`config.mk`:
```
export PLATFORM = sky130hd
export DESIGN_NAME = leaf_tx_insert
export DESIGN_NICKNAME = d
export VERILOG_FILES = /design/src/rtl/leaf_pkt_pkg.sv /design/src/rtl/leaf_tx_arb.sv /design/src/rtl/leaf_tx_insert.sv
export SDC_FILE = /design/constraint.sdc
export NUM_CORES = 1
export LEC_CHECK = 0
export BUFFER_PORTS_ARGS = -buffer_cell sky130_fd_sc_hd__buf_2
export CAP_MARGIN = 20
export CORE_MARGIN = 10
export CORE_UTILIZATION = 45
export CTS_BUF_LIST = sky130_fd_sc_hd__clkbuf_2 sky130_fd_sc_hd__clkbuf_4 sky130_fd_sc_hd__clkbuf_8
export DETAILED_ROUTE_END_ITERATION = 8
export PLACE_DENSITY = 0.82
export RECOVER_POWER = 25
export SYNTH_ARGS = -nofsm -noshare
export SYNTH_HDL_FRONTEND = slang
export SYNTH_SLANG_ARGS = --single-unit
```
`constraint.sdc`:
```
create_clock -name clk -period 2.9 [get_ports clk]
set_clock_uncertainty 0.05 [all_clocks]
set_input_delay 0.435 -clock clk [delete_from_list [all_inputs] [get_ports clk]]
set_output_delay 0.435 -clock clk [all_outputs]
set_load 0.01 [all_outputs]
```
`src/rtl/leaf_pkt_pkg.sv`:
```
`default_nettype none
// ============================================================================
// leaf_pkt_pkg : packet layout and port-map constants shared by the leaf tx/rx
// Revision     : 1.0
// ============================================================================
package leaf_pkt_pkg;

  localparam int unsigned DEF_PACKET_BITS   = 97;
  localparam int unsigned DEF_NUM_LEAF_BITS = 6;
  localparam int unsigned DEF_NUM_PORT_BITS = 4;
  localparam int unsigned DEF_PAYLOAD_BITS  =
    DEF_PACKET_BITS - 1 - DEF_NUM_LEAF_BITS - DEF_NUM_PORT_BITS;

  localparam int unsigned VLD_BIT  = DEF_PACKET_BITS - 1;
  localparam int unsigned LEAF_MSB = VLD_BIT - 1;
  localparam int unsigned LEAF_LSB = LEAF_MSB - DEF_NUM_LEAF_BITS + 1;
  localparam int unsigned PORT_MSB = LEAF_LSB - 1;
  localparam int unsigned PORT_LSB = PORT_MSB - DEF_NUM_PORT_BITS + 1;

  localparam int unsigned CTRL_PORT_LO  = 0;
  localparam int unsigned CTRL_PORT_HI  = 1;
  localparam int unsigned STRM_PORT_MIN = 2;
  localparam int unsigned STRM_PORT_MAX = 8;
  localparam int unsigned OUT_PORT_MIN  = 9;

  typedef struct packed {
    logic                          vld;
    logic [DEF_NUM_LEAF_BITS-1:0]  leaf;
    logic [DEF_NUM_PORT_BITS-1:0]  port;
    logic [DEF_PAYLOAD_BITS-1:0]   payload;
  } leaf_pkt_t;

  function automatic logic [DEF_PACKET_BITS-1:0] pkt_pack(
    input logic [DEF_NUM_LEAF_BITS-1:0] leaf,
    input logic [DEF_NUM_PORT_BITS-1:0] port,
    input logic [DEF_PAYLOAD_BITS-1:0]  payload
  );
    return {1'b1, leaf, port, payload};
  endfunction

  function automatic leaf_pkt_t pkt_unpack(input logic [DEF_PACKET_BITS-1:0] pkt);
    return leaf_pkt_t'(pkt);
  endfunction

  function automatic logic is_ctrl_port(input int unsigned port);
    return (port == CTRL_PORT_LO) || (port == CTRL_PORT_HI) || (port >= OUT_PORT_MIN);
  endfunction

  function automatic logic is_strm_port(input int unsigned port);
    return (port >= STRM_PORT_MIN) && (port <= STRM_PORT_MAX);
  endfunction

endpackage
`default_nettype wire

```
`src/rtl/leaf_tx_arb.sv`:
```
`default_nettype none
// ============================================================================
// leaf_tx_arb : control-priority arbiter with a stream starvation limit
// Revision    : 1.0
// ============================================================================
module leaf_tx_arb #(
  parameter int STARVE_LIMIT = 4
) (
  input  logic clk,
  input  logic reset,
  input  logic i_out_free,
  input  logic i_ctrl_valid,
  input  logic i_strm_valid,
  output logic o_grant_ctrl,
  output logic o_grant_strm
);

  logic [3:0] r_starve_cnt;
  logic       w_strm_turn;

  // Stream takes the slot when alone, or when control has had its quota.
  assign w_strm_turn  = i_strm_valid &&
                        (!i_ctrl_valid || (r_starve_cnt == 4'(STARVE_LIMIT)));
  assign o_grant_strm = i_out_free && w_strm_turn;
  assign o_grant_ctrl = i_out_free && i_ctrl_valid && !w_strm_turn;

  always_ff @(posedge clk) begin
    if (reset) begin
      r_starve_cnt <= 4'd0;
    end else if (!i_strm_valid || o_grant_strm) begin
      r_starve_cnt <= 4'd0;
    end else if (o_grant_ctrl) begin
      r_starve_cnt <= r_starve_cnt + 4'd1;
    end
  end

endmodule
`default_nettype wire

```
`src/rtl/leaf_tx_insert.sv`:
```
`default_nettype none
// ============================================================================
// leaf_tx_insert : merges control and stream packets into the registered BFT
//                  output, honouring resend and the leaf port map
// Revision       : 1.0
// ============================================================================
module leaf_tx_insert
  import leaf_pkt_pkg::*;
#(
  parameter int PACKET_BITS   = 97,
  parameter int NUM_LEAF_BITS = 6,
  parameter int NUM_PORT_BITS = 4,
  parameter int STARVE_LIMIT  = 4,
  parameter int PAYLOAD_BITS  = PACKET_BITS - 1 - NUM_LEAF_BITS - NUM_PORT_BITS
) (
  input  logic                     clk,
  input  logic                     reset,
  input  logic                     ctrl_valid,
  output logic                     ctrl_ready,
  input  logic [NUM_LEAF_BITS-1:0] ctrl_leaf,
  input  logic [NUM_PORT_BITS-1:0] ctrl_port,
  input  logic [PAYLOAD_BITS-1:0]  ctrl_payload,
  input  logic                     strm_valid,
  output logic                     strm_ready,
  input  logic [NUM_LEAF_BITS-1:0] strm_leaf,
  input  logic [NUM_PORT_BITS-1:0] strm_port,
  input  logic [PAYLOAD_BITS-1:0]  strm_payload,
  input  logic                     resend,
  output logic [PACKET_BITS-1:0]   dout_leaf_interface2bft,
  output logic                     err_illegal_port,
  output logic [15:0]              sent_count,
  output logic [15:0]              resend_count
);

  localparam int c_VLD = PACKET_BITS - 1;

  logic                   w_out_free;
  logic                   w_grant_ctrl;
  logic                   w_grant_strm;
  logic                   w_ctrl_hs;
  logic                   w_strm_hs;
  logic                   w_ctrl_legal;
  logic                   w_strm_legal;
  logic                   w_illegal;
  logic                   w_accept;
  logic [PACKET_BITS-1:0] w_dout_nxt;
  logic [PACKET_BITS-1:0] r_dout;
  logic                   r_err;
  logic [15:0]            r_sent;
  logic [15:0]            r_resend;

  // Free unless the packet currently presented is being rejected.
  assign w_out_free = !r_dout[c_VLD] || !resend;
  assign w_accept   = r_dout[c_VLD] && !resend;

  leaf_tx_arb #(
    .STARVE_LIMIT (STARVE_LIMIT)
  ) u_arb (
    .clk          (clk),
    .reset        (reset),
    .i_out_free   (w_out_free),
    .i_ctrl_valid (ctrl_valid),
    .i_strm_valid (strm_valid),
    .o_grant_ctrl (w_grant_ctrl),
    .o_grant_strm (w_grant_strm)
  );

  assign ctrl_ready = !reset && w_out_free && w_grant_ctrl;
  assign strm_ready = !reset && w_out_free && w_grant_strm;
  assign w_ctrl_hs  = ctrl_valid && ctrl_ready;
  assign w_strm_hs  = strm_valid && strm_ready;

  assign w_ctrl_legal = is_ctrl_port(32'(ctrl_port));
  assign w_strm_legal = is_strm_port(32'(strm_port));
  assign w_illegal    = (w_ctrl_hs && !w_ctrl_legal) || (w_strm_hs && !w_strm_legal);

  always_comb begin
    w_dout_nxt = '0;
    if (!w_out_free) begin
      w_dout_nxt = r_dout;
    end else if (w_ctrl_hs && w_ctrl_legal) begin
      w_dout_nxt = {1'b1, ctrl_leaf, ctrl_port, ctrl_payload};
    end else if (w_strm_hs && w_strm_legal) begin
      w_dout_nxt = {1'b1, strm_leaf, strm_port, strm_payload};
    end
  end

  always_ff @(posedge clk) begin
    if (reset) begin
      r_dout   <= '0;
      r_err    <= 1'b0;
      r_sent   <= 16'd0;
      r_resend <= 16'd0;
    end else begin
      r_dout <= w_dout_nxt;
      r_err  <= w_illegal;
      if (w_accept) begin
        r_sent <= r_sent + 16'd1;
      end
      if (r_dout[c_VLD] && resend && (r_resend != 16'hFFFF)) begin
        r_resend <= r_resend + 16'd1;
      end
    end
  end

  assign dout_leaf_interface2bft = r_dout;
  assign err_illegal_port        = r_err;
  assign sent_count              = r_sent;
  assign resend_count            = r_resend;

endmodule
`default_nettype wire
```
=== After elaboration in Yosys (flattened, before gate mapping) ===
Index checks and enable logic that the tools add are counted.

* Bitwise gates (word level): 0
* Reductions and logical operators: 33
* Div/mod/pow operators: 0
* Shift operators: 0
* Magnitude comparators: 3
* Mux-type cells: 2
* Equal/unequal tests: 3
* Add/subtract/negate cells: 3
* Multipliers: 0

{| class="wikitable"
|+ Operators with widths
! kind !! count
|-
| $mux 97 || 2
|-
| $add 16x1->16 const B || 2
|-
| $logic_and 1x1->1 || 17
|-
| $ne 16x16->1 const B || 1
|-
| $logic_not 1->1 || 8
|-
| $logic_or 1x1->1 || 6
|-
| $add 4x1->4 const B || 1
|-
| $eq 4x1->1 const B || 1
|-
| $eq 4x3->1 const B || 1
|-
| $ge 4x2->1 const B || 1
|-
| $ge 4x4->1 const B || 1
|-
| $le 4x4->1 const B || 1
|-
| $logic_not 4->1 || 1
|-
| $reduce_or 2->1 || 1
|}

* Memories: 0
* Flip-flop bits (word level): 134
* Input bits: 197
* Output and inout port bits: 132
* Memory bits (read-only): 0
* Logic and storage cells: 49
* Bits in writable memories: 0
* Bits in latches: 0

=== Longest topological paths before layout ===
* Depth in word-level cells: 9
* Mapped depth: 10

=== Modules after synthesis ===
Synthesis repeated with hierarchy kept, for this count alone.

* Cell total of the unflattened synthesis: 549
* Area total of the unflattened synthesis: 5592.9 sq um

{| class="wikitable"
|+ By module, submodules not included
! module !! seq. area each (sq um) !! times used !! cells an instance !! area each (sq um)
|-
| leaf_tx_insert || 2602.5 || 1 || 517 || 5310.1
|-
| leaf_tx_arb || 80.1 || 1 || 32 || 282.8
|}

=== Worst setup path after synthesis ===
Ideal clock, no wire load.

* Kind: register -> register
* Start: reg u_arb.r_starve_cnt[0]
* End: reg r_dout[46] (netlist: dout_leaf_interface2bft[46])
* Period minus slack after synthesis: 2038 ps
* Data arrival time: 1866 ps
* Slack: 862 ps
* Buffers on the path: 3
* Required time: 2728 ps
* Stages on the path, launching flop included: 11
* Cell sequence: dfxtp_1 inv_1 ha_1 and3b_1 o211ai_2 inv_2 and2_1 buf_6 buf_6 buf_6 a221o_1

* Longest elaborated chain between the ends: 9

{| class="wikitable"
|+ RTL lines
! element !! line !! text
|-
| start: declaration || leaf_tx_arb.sv:18 || <nowiki>logic [3:0] r_starve_cnt;</nowiki>
|-
| start signal: assignment || leaf_tx_arb.sv:33 || <nowiki>r_starve_cnt <= r_starve_cnt + 4'd1;</nowiki>
|-
| $eq 4x3->1 || leaf_tx_arb.sv:23 || <nowiki>(!i_ctrl_valid || (r_starve_cnt == 4'(STARVE_LIMIT)));</nowiki>
|-
| $logic_or 1x1->1 || leaf_tx_arb.sv:23 ||
|-
| $logic_and 1x1->1 || leaf_tx_arb.sv:22 || <nowiki>assign w_strm_turn = i_strm_valid &&</nowiki>
|-
| $logic_and 1x1->1 || leaf_tx_arb.sv:24 || <nowiki>assign o_grant_strm = i_out_free && w_strm_turn;</nowiki>
|-
| $logic_and 1x1->1 || leaf_tx_insert.sv:69 || <nowiki>assign strm_ready = !reset && w_out_free && w_grant_strm;</nowiki>
|-
| net strm_ready || leaf_tx_insert.sv:24 || <nowiki>output logic strm_ready,</nowiki>
|-
| $logic_and 1x1->1 || leaf_tx_insert.sv:71 || <nowiki>assign w_strm_hs = strm_valid && strm_ready;</nowiki>
|-
| $logic_and 1x1->1 || leaf_tx_insert.sv:83 || <nowiki>end else if (w_strm_hs && w_strm_legal) begin</nowiki>
|-
| $mux 97 || leaf_tx_insert.sv:83 ||
|-
| $mux 97 || leaf_tx_insert.sv:81 || <nowiki>end else if (w_ctrl_hs && w_ctrl_legal) begin</nowiki>
|-
| end signal: assignment || leaf_tx_insert.sv:95 || <nowiki>r_dout <= w_dout_nxt;</nowiki>
|-
| end: declaration || leaf_tx_insert.sv:47 || <nowiki>logic [PACKET_BITS-1:0] r_dout;</nowiki>
|}

The timed path passes the listed nets, and every way through them passes these cells.
A chain may end at the register's enable or synchronous reset.

=== Worst setup path in the final report ===
* Start: reg u_arb.r_starve_cnt[0]
* End: out ctrl_ready

* Longest elaborated chain between the ends: 6

{| class="wikitable"
|+ RTL lines
! element !! line !! text
|-
| $eq 4x3->1 || leaf_tx_arb.sv:23 ||
|-
| $logic_or 1x1->1 || leaf_tx_arb.sv:23 ||
|-
| $logic_and 1x1->1 || leaf_tx_arb.sv:22 ||
|-
| $logic_not 1->1 || leaf_tx_arb.sv:25 || <nowiki>assign o_grant_ctrl = i_out_free && i_ctrl_valid && !w_strm_turn;</nowiki>
|-
| $logic_and 1x1->1 || leaf_tx_arb.sv:25 ||
|-
| $logic_and 1x1->1 || leaf_tx_insert.sv:68 || <nowiki>assign ctrl_ready = !reset && w_out_free && w_grant_ctrl;</nowiki>
|-
| end: declaration || leaf_tx_insert.sv:19 || <nowiki>output logic ctrl_ready,</nowiki>
|}

No other way between the ends.

==> summary.md <==
| Metric | Value |
|---|---|
| DRC | 0 |
| Final Power | 4080 uW |
| P_int | 3080 uW |
| Hold Fails Final Rpt | 0 |
| Flop pwr share | 47.9% |
| Arr. time, crit path | 1880 ps |
| Register bit total from synthesis | 134 |
| Via-to-Cell Ratio | 5.70 |
| Hold Crit Class | in -> reg |
| Ys Warns | 0 |
| Share of the synthesized area in the top cell type | 47.4% |
| Layout area overhead | 36.7% |
| Final nets | 1071 |
| Largest area contributor in the netlist | dfxtp_1 |
| Pin count of the biggest net entering global routing | 69 |
| Peak supply drop | 0.266 mV |
| Reg clk slew, reported paths | 80 ps |
| Die Y | 132 um |
| Dpl hpwl | 17100 um |
| Post-CTS setup buffer count | 0 |
| Logic pwr share | 11.0% |
| CTS sink cnt | 134 |
| Synthesized area per cell | 10.0 um2 |
| Worst path cell trace | inv_1 > ha_1 > nand4b_1 > nand3_1 > nor2_1 > buf_2 |
| Core Area | 12200 um2 |
| RR Endpoint | dout_leaf_interface2bft[54] |
| Hold_sp | strm_payload[61] |
| DRT Wirelength | 22600 um |
| Switching power | 1000 uW |
| Max-slew violation count | 0 |
| Detailed Route Iter0 Violations | 584 |
| Cell count after synthesis | 564 |
| Port bufs | 328 |
| Peak Freq | 423 MHz |
| Crit Path Category | reg -> out |
| Reg2Reg Setup Slack | 740 ps |
| Slowest cell on the critical path | dfxtp_1 |
| IO Count | 329 |
| Crit share post-route | 81.6% |
| Worst-path fanout max | 5 |
| MaxCap Viol Count | 0 |
| Die ar. | 17500 um2 |
| Root Driver | clkbuf_8 |
| GPL Wtd Cong | 0.877 |
| Actual slew at the worst max-slew pin | 582 ps |
| Pwr/cell area | 527 nW/um2 |
| Worst EP required | 2410 ps |
| Setup TNS | 0 ps |
| Sequential area share after synthesis | 47.4% |
| Static leakage | 0.00383 uW |
| Post-DR wirelength/cell | 21.4 um |
| Layout cell share with drive strength beyond 1 | 36.5% |
| Post-synthesis async set-or-reset flop share | 0% |
| Mapped Area | 5660 um2 |
| WHS Path Cells | 2 |
| Resize count post-CTS | 0 |
| Grt total ovfl | 0 |
| Setup WS post-layout | 534 ps |
| Cell Rows | 40 |
| Syn_nets | 765 |
| Worst Hold End | dout_leaf_interface2bft[61] |
| Synth unique cells | 49 |
| DRT Pass-1 Iters | 5 |
| First-pass GRT wire length | 34500 um |
| Largest stage delay on the critical path | 380 ps |
| H-tree Lvls | 4 |
| Sw Ratio | 24.5% |
| Place WS | 624 ps |
| Total number of vias | 6022 |
| Synth cell count leaders | dfxtp_1, and3_1, a221o_1 |
| EDFF count, synth | 0 |
| Critical R2R Launch | u_arb.r_starve_cnt[0] |
| Initial Util | 46.5% |
| Clock Tree Buf Depth | 2 |
| Setup crit start kind | register |
| Routed Antenna Nets | 0 |
| Status | finished clean |
| Final setup violation count | 0 |
| Top cells by area, synth | dfxtp_1, a221o_1, and3_1 |
| Synth Flop Type | dfxtp_1 |
| Clock latency on the worst-skew pair | 450 ps |
| Clock power share | 41.0% |
| Chip width | 132 um |
| Critical Path Source | u_arb.r_starve_cnt[0] |
| RSZ-0062 raised after global routing | no |
| Most frequent cell after synthesis | dfxtp_1 |
| Initial antenna violation count | 5 |
| Number of global-route vias before repair | 6169 |
| Critical Path Sink Type | output port |
| Logic depth of the worst register-to-register path | 8 |
| Cts hold-fix bufs | 0 |
| GR Util All Layers | 24.5% |
| CTS tree | done |
| Slew headroom | 61.2% |
| Post-layout min period | 2370 ps |
| Num CTS Buffers | 17 |
[flip-flops by register name, indices dropped and copies added (netlist names)]
signal and count:
err_illegal_port 1, sent_count 16, resend_count 16, u_arb.r_starve_cnt 4, dout_leaf_interface2bft 97
[cell type report]
class	count	area (um2)
fill	1062	4430
clock inverter	8	121
tap	168	210
timing repair buffer	340	1680
antenna	6	15.0
multi-input combinational	367	2680
clock buffer	23	304
sequential	134	2680
inverter	10	37.5
[worst max path at each step]
stage	end	slack [ps]	depth (start not counted)
6_report	ctrl_ready	530	6
3_3_place_gp	dout_leaf_interface2bft[88]	660	6
2_1_floorplan	dout_leaf_interface2bft[46]	860	10
4_1_cts	ctrl_ready	520	6
3_5_place_dp	dout_leaf_interface2bft[59]	620	6
5_1_grt	ctrl_ready	380	6
[power by group through the flow]
| stage | logic (uW) | registers [uW] | clock network [uW] |
|---|---|---|---|
| 6_report | 449 | 1950 | 1670 |
| 5_1_grt | 486 | 1960 | 1760 |
| 4_1_cts | 460 | 1950 | 1680 |
| 3_5_place_dp | 461 | 1990 | 0 |
| 3_3_place_gp | 452 | 1990 | 0 |
| 2_1_floorplan | 157 | 2020 | 0 |
[through the flow]
step	cells	instance area, um2	util [%]	hold slack (ps)
4_1_cts	1050	7790	64.1	134
3_5_place_dp	1019	7370	60.6	431
3_3_place_gp	1019	7370	60.6	428
6_report	1056	7740	63.6	153
2_1_floorplan	564	5660	-	435
5_1_grt	1053	7730	63.5	139
[cells in the final DEF (no fill, tap or decap), types with 12 or more instances in the layout]
cell type	synthesis	final
nand2_1	14	14
dfxtp_1	134	134
clkbuf_1	33	59
clkbuf_8	0	21
and3_1	98	98
a21oi_1	12	12
a221o_1	96	96
nand4_1	13	13
buf_2	11	269
nor2_1	26	26
[layer usage]
| metal | routed length (um) | GRT usage (%) |
|---|---|---|
| met1 | 8530 | 27.1 |
| met5 | 0 | 0 |
| met4 | 476 | 8.53 |
| met2 | 11400 | 42.0 |
| met3 | 2250 | 9.26 |
[logic make-up after synthesis]
family	after synthesis	share of synthesized area [%]
mux	4	0.730
simple gates	207	21.5
flops	134	47.4
compound gates	138	22.0
fa+ha+maj	4	0.885
xor+xnor	14	2.17
buf+inv	63	5.35
[critical path: cells and delay by family (launching register included)]
kind | cells | cell delay (ps)
fa+ha+maj | 1 | 200
buf+inv | 2 | 220
simple gates | 3 | 630
flops | 1 | 380
Note: power is estimated with default switching activity, not from simulation.
